File: src/rtl/fetch_stage_pkg.sv
// rtl/fetch_stage_pkg.sv - shared widths, reset PC and FSM encoding for the fetch stage
package fetch_stage_pkg;
    localparam int unsigned ADDR_W_DEF = 64;
    localparam int unsigned INST_W_DEF = 32;
    localparam logic [ADDR_W_DEF-1:0] RESET_PC_DEF = 64'h0;

    typedef logic [ADDR_W_DEF-1:0] InstAddrBus;
    typedef logic [INST_W_DEF-1:0] InstBus;

    typedef enum logic [1:0] {
        IDLE = 2'd0,
        WAIT = 2'd1,
        HOLD = 2'd2
    } fetch_state_t;
endpackage

File: src/rtl/fetch_stage_if.sv
// rtl/fetch_stage_if.sv - instruction-memory request/response bus
interface fetch_stage_if
    import fetch_stage_pkg::*;
#(
    parameter int unsigned ADDR_W = ADDR_W_DEF,
    parameter int unsigned INST_W = INST_W_DEF
);
    logic              imem_req;
    logic [ADDR_W-1:0] imem_addr;
    logic              imem_gnt;
    logic              imem_rvalid;
    logic [INST_W-1:0] imem_rdata;

    modport master (
        output imem_req, imem_addr,
        input  imem_gnt, imem_rvalid, imem_rdata
    );

    modport slave (
        input  imem_req, imem_addr,
        output imem_gnt, imem_rvalid, imem_rdata
    );
endinterface

File: src/rtl/fetch_stage_if_id_reg.sv
// rtl/fetch_stage_if_id_reg.sv - IF/ID pipeline register with flush > hold > load priority
module if_id_reg #(
    parameter int unsigned ADDR_W = 64,
    parameter int unsigned INST_W = 32
) (
    input  logic              clock,
    input  logic              reset,
    input  logic              i_flush,
    input  logic              i_hold,
    input  logic              i_load,
    input  logic [ADDR_W-1:0] i_pc,
    input  logic [INST_W-1:0] i_inst,
    output logic [ADDR_W-1:0] o_pc,
    output logic [INST_W-1:0] o_inst,
    output logic              o_valid
);
    logic [ADDR_W-1:0] r_pc;
    logic [INST_W-1:0] r_inst;
    logic              r_valid;

    always_ff @(posedge clock or negedge reset) begin
        if (!reset) begin
            r_pc    <= '0;
            r_inst  <= '0;
            r_valid <= 1'b0;
        end else if (i_flush) begin
            r_inst  <= '0;
            r_valid <= 1'b0;
        end else if (!i_hold) begin
            if (i_load) begin
                r_pc    <= i_pc;
                r_inst  <= i_inst;
                r_valid <= 1'b1;
            end else begin
                // no new instruction this cycle: present a bubble
                r_valid <= 1'b0;
            end
        end
    end

    assign o_pc    = r_pc;
    assign o_inst  = r_inst;
    assign o_valid = r_valid;
endmodule

File: src/rtl/fetch_stage.sv
// rtl/fetch_stage.sv - single-outstanding instruction fetch with redirect kill and stall buffer
module fetch_stage
    import fetch_stage_pkg::*;
#(
    parameter int unsigned       ADDR_W   = ADDR_W_DEF,
    parameter int unsigned       INST_W   = INST_W_DEF,
    parameter logic [ADDR_W-1:0] RESET_PC = ADDR_W'(RESET_PC_DEF)
) (
    input  logic              clock,
    input  logic              reset,
    input  logic              pc_src,
    input  logic [ADDR_W-1:0] branch_target,
    input  logic              stall,
    fetch_stage_if.master     imem,
    output logic [ADDR_W-1:0] id_pc_o,
    output logic [INST_W-1:0] id_inst_o,
    output logic              id_valid_o
);
    fetch_state_t      r_state;
    logic [ADDR_W-1:0] r_pc;
    logic [ADDR_W-1:0] r_fetch_pc;
    logic [ADDR_W-1:0] r_buf_pc;
    logic [INST_W-1:0] r_buf_inst;
    logic              r_buf_valid;
    logic              r_kill;

    logic              w_req;
    logic              w_resp_load;
    logic              w_buf_load;
    logic              w_load;
    logic [ADDR_W-1:0] w_load_pc;
    logic [INST_W-1:0] w_load_inst;

    // reset gates the request so nothing is issued while state is forced to IDLE
    assign w_req          = reset && (r_state == IDLE) && !pc_src && !stall;
    assign imem.imem_req  = w_req;
    assign imem.imem_addr = r_pc;

    assign w_resp_load = (r_state == WAIT) && imem.imem_rvalid && !r_kill && !stall && !pc_src;
    assign w_buf_load  = (r_state == HOLD) && r_buf_valid && !stall && !pc_src;
    assign w_load      = w_resp_load || w_buf_load;
    assign w_load_pc   = w_buf_load ? r_buf_pc   : r_fetch_pc;
    assign w_load_inst = w_buf_load ? r_buf_inst : imem.imem_rdata;

    always_ff @(posedge clock or negedge reset) begin
        if (!reset) begin
            r_state     <= IDLE;
            r_pc        <= RESET_PC;
            r_fetch_pc  <= '0;
            r_buf_pc    <= '0;
            r_buf_inst  <= '0;
            r_buf_valid <= 1'b0;
            r_kill      <= 1'b0;
        end else if (pc_src) begin
            r_pc        <= branch_target;
            r_buf_valid <= 1'b0;
            // a request still in flight must have its response swallowed later
            if ((r_state == WAIT) && !imem.imem_rvalid) begin
                r_kill  <= 1'b1;
                r_state <= WAIT;
            end else begin
                r_kill  <= 1'b0;
                r_state <= IDLE;
            end
        end else begin
            case (r_state)
                IDLE: begin
                    if (w_req && imem.imem_gnt) begin
                        r_fetch_pc <= r_pc;
                        r_pc       <= r_pc + ADDR_W'(4);
                        r_state    <= WAIT;
                    end
                end
                WAIT: begin
                    if (imem.imem_rvalid) begin
                        if (r_kill) begin
                            r_kill  <= 1'b0;
                            r_state <= IDLE;
                        end else if (stall) begin
                            r_buf_pc    <= r_fetch_pc;
                            r_buf_inst  <= imem.imem_rdata;
                            r_buf_valid <= 1'b1;
                            r_state     <= HOLD;
                        end else begin
                            r_state <= IDLE;
                        end
                    end
                end
                HOLD: begin
                    if (!stall) begin
                        r_buf_valid <= 1'b0;
                        r_state     <= IDLE;
                    end
                end
                default: r_state <= IDLE;
            endcase
        end
    end

    if_id_reg #(
        .ADDR_W (ADDR_W),
        .INST_W (INST_W)
    ) u_if_id_reg (
        .clock   (clock),
        .reset   (reset),
        .i_flush (pc_src),
        .i_hold  (stall),
        .i_load  (w_load),
        .i_pc    (w_load_pc),
        .i_inst  (w_load_inst),
        .o_pc    (id_pc_o),
        .o_inst  (id_inst_o),
        .o_valid (id_valid_o)
    );
endmodule

File: src/flat_wrapper.sv
// flat-port wrapper written by rule: the top's interface ports become plain ports
module fetch_stage_flat import fetch_stage_pkg::*;
#(
    parameter int unsigned       ADDR_W   = ADDR_W_DEF,
    parameter int unsigned       INST_W   = INST_W_DEF,
    parameter logic [ADDR_W-1:0] RESET_PC = ADDR_W'(RESET_PC_DEF)
)
  (clock, reset, pc_src, branch_target, stall, id_pc_o, id_inst_o, id_valid_o, imem_imem_req, imem_imem_addr, imem_imem_gnt, imem_imem_rvalid, imem_imem_rdata);
  fetch_stage_if #(.ADDR_W(ADDR_W), .INST_W(INST_W)) imem_i ();
  input  logic clock;
  input  logic reset;
  input  logic pc_src;
  input  logic [ADDR_W-1:0] branch_target;
  input  logic stall;
  output logic [ADDR_W-1:0] id_pc_o;
  output logic [INST_W-1:0] id_inst_o;
  output logic id_valid_o;
  output wire logic [$bits(imem_i.imem_req)-1:0] imem_imem_req;
  output wire logic [$bits(imem_i.imem_addr)-1:0] imem_imem_addr;
  input wire logic [$bits(imem_i.imem_gnt)-1:0] imem_imem_gnt;
  input wire logic [$bits(imem_i.imem_rvalid)-1:0] imem_imem_rvalid;
  input wire logic [$bits(imem_i.imem_rdata)-1:0] imem_imem_rdata;
  assign imem_imem_req = imem_i.imem_req;
  assign imem_imem_addr = imem_i.imem_addr;
  assign imem_i.imem_gnt = imem_imem_gnt;
  assign imem_i.imem_rvalid = imem_imem_rvalid;
  assign imem_i.imem_rdata = imem_imem_rdata;
  fetch_stage #(.ADDR_W(ADDR_W), .INST_W(INST_W), .RESET_PC(RESET_PC)) u_core (.clock(clock), .reset(reset), .pc_src(pc_src), .branch_target(branch_target), .stall(stall), .imem(imem_i), .id_pc_o(id_pc_o), .id_inst_o(id_inst_o), .id_valid_o(id_valid_o));
endmodule
File: config.mk
export PLATFORM = sky130hd
export DESIGN_NAME = fetch_stage_flat
export DESIGN_NICKNAME = d
export VERILOG_FILES = /design/src/rtl/fetch_stage_pkg.sv /design/src/rtl/fetch_stage_if.sv /design/src/rtl/fetch_stage_if_id_reg.sv /design/src/rtl/fetch_stage.sv /design/src/flat_wrapper.sv
export SDC_FILE = /design/constraint.sdc
export NUM_CORES = 1
export LEC_CHECK = 0
export BUFFER_PORTS_ARGS = -buffer_cell sky130_fd_sc_hd__buf_2
export CAP_MARGIN = 15
export CORE_MARGIN = 2
export CORE_UTILIZATION = 55
export CTS_BUF_LIST = sky130_fd_sc_hd__clkbuf_4 sky130_fd_sc_hd__clkbuf_8
export DETAILED_ROUTE_END_ITERATION = 8
export GPL_ROUTABILITY_DRIVEN = 0
export PLACE_DENSITY_LB_ADDON = 0.12
export SYNTH_ARGS = -nofsm -noshare
export SYNTH_HDL_FRONTEND = slang
export SYNTH_SLANG_ARGS = --single-unit
File: constraint.sdc
create_clock -name clock -period 3.3 [get_ports clock]
set_input_delay 0.33 -clock clock [delete_from_list [all_inputs] [get_ports clock]]
set_output_delay 0.33 -clock clock [all_outputs]
set_load 0.02 [all_outputs]
==> flow_metrics.tcl <==
set metrics [dict create \
    yosysTopAreaCell "dfrtp_1" \
    r2r_cells 5 \
    holdPathEnd "u_core.imem.imem_addr[47]$_DFFE_PN0P_" \
    multi_input_area_sq_mm 0.00619 \
    max_stage_delay_ns 0.83 \
    leakagePower_nw 9.22 \
    design_power_total_mw 10.5 \
    finalCriticalPeriod_ns 2.61 \
    drt_iter0_drc 1085 \
    critPathLaunchType "register" \
    cts.sinks 325 \
    avgSynthCellArea_sq_um 9.71 \
    drt-total-wl_mm 42.4 \
    fin_crit_sh_pct 79.2 \
    whs_ns 0.0199 \
    synth-seq-cells 325 \
    dp.final_hpwl_mm 27.3 \
    crit_type "register to register" \
    async_reset_ff_share_pct 100 \
    synth_area_leaders "dfrtp_1 (55%), nand2_1 (10%), mux2_2 (7.6%)" \
    worstMarginPinSlew_ns 1.14 \
    synth_edf_count 0 \
    hold_path_class "input pin to register" \
    row_count 59 \
    drc 0 \
    chipWidth_microns 168 \
    grt_setup_unrepaired "false" \
    dpl.cell_count 2045 \
    synth_warnings 0 \
    ys_top_cells_by_count "nand2_1 (407), dfrtp_1 (325), nor2_1 (100)" \
    cts_inserted_buffers 54 \
    cts_tree "yes" \
    diodes 0 \
    power.density_mw_per_mm2 573 \
    end_kind "register" \
    grt_pass1_wl_mm 68.3 \
    grt_max_degree 166 \
    vias_per_cell 5.85 \
    min-delay-start "branch_target[47]" \
    cts_root_buf "clkbuf_8" \
    antenna_found_initial 2 \
    clockBufferDepth 3 \
    grt_pass1_vias 12802 \
    path_clk_slew_ns 0.06 \
    ir_drop_mv 0.318 \
    grt_use_total_pct 30.4 \
    wl_per_cell_microns 19.2 \
    synth_top_cell_area_share_pct 55.2 \
    fmax_mhz 383 \
    fillers 2038 \
    crit_chain "nand3_1 -> nor4_1 -> nand3_1 -> or4_1 -> a31oi_1" \
    min_path_cells 3 \
    die_y_microns 168 \
    cts.htree.levels 2 \
    fin_ws_ns 0.686 \
    cp.required_ns 3.79 \
    coreArea_sq_mm 0.0262 \
    vias 12925 \
    fin_skew_ns 0.0139 \
    synth_ff_type "dfrtp_1" \
    ant_nets 0 \
    clk_latency_ns 0.58 \
    ys_types 71 \
    grt_overflow 0 \
    finalNetCount 1934 \
    area_delta_synth_final_pct 23.9 \
    drive_above_1_share_pct 27.4 \
    drtPass1Iterations 5 \
    final-setup-viol-count 0 \
    critical_path.most_common_cell "nand3_1" \
    fin_util_pct 69.6 \
    path_max_fanout 8 \
    drv_slew 0 \
    synth_fp_nets 1619 \
    dp_slack_ns 0.726 \
    ios 264 \
    syn-instance-count 1516 \
    portBuffers 263 \
    r2r_end "u_core.imem.imem_addr[61]$_DFFE_PN0P_" \
    yosysSeqAreaShare_pct 55.2 \
    drv_cap 0 \
    yosysMostFrequentCell "nand2_1" \
    syn_area_sq_mm 0.0147 \
    r2r-start "u_core.imem.imem_addr[35]$_DFFE_PN0P_" \
    timing.setup.tns_ns 0 \
    die_area_sq_mm 0.0281 \
    fin_area_sq_mm 0.0183 \
    placed_area_sq_mm 0.0164 \
    slowest_stage "nor4_1" \
    status "finished clean" \
    hold_viol_final 0 \
    rrSetupSlack_ns 0.69 \
    start_util_pct 56.2 \
    max_slew_margin_pct 23.5 \
    layout.cells.non_filler 2208 \
    seqCellArea_sq_mm 0.00813 \
    cp_data_arrival_time_ns 3.11 \
]
## power breakdown
| part | internal, mW | leakage, nW | switching (mW) |
|---|---|---|---|
| Clock | 2.35 | 0.658 | 1.61 |
| Combinational | 0.626 | 4.31 | 0.862 |
| Sequential | 4.55 | 4.25 | 0.469 |
| Total | 7.53 | 9.22 | 2.94 |
## cells by family (layout without fill, tap and decap cells)
family          Yosys count  in the layout  share of synthesized area [%]
buf+inv                 107            464                           2.89
fa+ha+maj                 1              1                         0.0849
flops                   325            325                           55.2
xor+xnor                 10             10                          0.595
mux                     106            106                           8.05
simple gates            724            724                           23.0
compound gates          243            243                           10.2
## what timing repair did
item | 4_1_cts | 5_1_grt
setup buffers | 0 | 0
hold buffers | 65 | 0
gates resized for setup | 0 | 0
endpoints found under the hold margin | 143 | 0
## worst max-delay path, delay by kind of cell, from the launching register on
kind | cells | cell delay (ns)
AOI/OAI and AO/OA | 1 | 0.17
DFF | 1 | 0.54
and+or+nand+nor | 4 | 1.83
## cell usage in the layout, fill, tap and decap left out, types with 8 or more instances in the layout
cell type | netlist | layout
or3_1 | 11 | 10
o211ai_1 | 12 | 12
dfrtp_1 | 325 | 325
mux2_2 | 99 | 99
inv_1 | 10 | 9
clkbuf_8 | 0 | 73
nor4_1 | 12 | 12
buf_2 | 10 | 261
nor2_1 | 100 | 100
o21ai_0 | 44 | 44
or4_1 | 8 | 8
buf_4 | 1 | 24
nand2_1 | 407 | 407
nor2b_1 | 10 | 10
clkbuf_4 | 0 | 21
a31oi_1 | 78 | 78
a21oi_1 | 45 | 45
dlygate4sd3_1 | 0 | 65
nand4_1 | 39 | 39
nor3_1 | 17 | 16
nand3_1 | 37 | 36
o21ai_1 | 24 | 24
and3_1 | 41 | 40
## sequential cells by signal, summed over array words and instances, names as in the netlist
signal and count:
u_core.imem.imem_addr 64, u_core.r_buf_pc 64, u_core.r_fetch_pc 64, u_core.u_if_id_reg.o_pc 64, u_core.r_buf_inst 32, u_core.u_if_id_reg.o_inst 32, u_core.r_state 2, u_core.r_buf_valid 1
u_core.r_kill 1, u_core.u_if_id_reg.o_valid 1
## metal layers
layer / global-route usage [%] / vias to the layer above / part of all wire [%]
met5: 0 / - / 0.031
met4: 10.1 / 2 / 2.9
met3: 6.17 / 96 / 7.6
met2: 48.7 / 524 / 47
met1: 41.9 / 6363 / 42
li1: - / 5940 / -
## cell type report
type | count | share of cell area (%)
clock buffers | 94 | 6.37
inverters | 11 | 0.226
multi-input cells | 1084 | 33.9
repair buffers | 355 | 12.2
well taps | 335 | 2.30
flip-flops and latches | 325 | 44.6
clock inverters | 4 | 0.384
## worst max path at each step
stage	startpoint	endpoint	slack, ns	cells past startpoint
final	u_core.imem.imem_addr[35]$_DFFE_PN0P_	u_core.imem.imem_addr[61]$_DFFE_PN0P_	0.69	5
after global routing	u_core.imem.imem_addr[34]$_DFFE_PN0P_	u_core.imem.imem_addr[61]$_DFFE_PN0P_	0.47	5
after CTS	u_core.imem.imem_addr[35]$_DFFE_PN0P_	u_core.imem.imem_addr[61]$_DFFE_PN0P_	0.71	5
after detailed placement	u_core.imem.imem_addr[35]$_DFFE_PN0P_	u_core.imem.imem_addr[61]$_DFFE_PN0P_	0.73	5
after global placement	u_core.imem.imem_addr[35]$_DFFE_PN0P_	u_core.imem.imem_addr[61]$_DFFE_PN0P_	0.73	5
after floorplan	u_core.imem.imem_addr[14]$_DFFE_PN0P_	u_core.imem.imem_addr[54]$_DFFE_PN0P_	1.15	6
No activity file was read; power rests on OpenSTA's default activity.
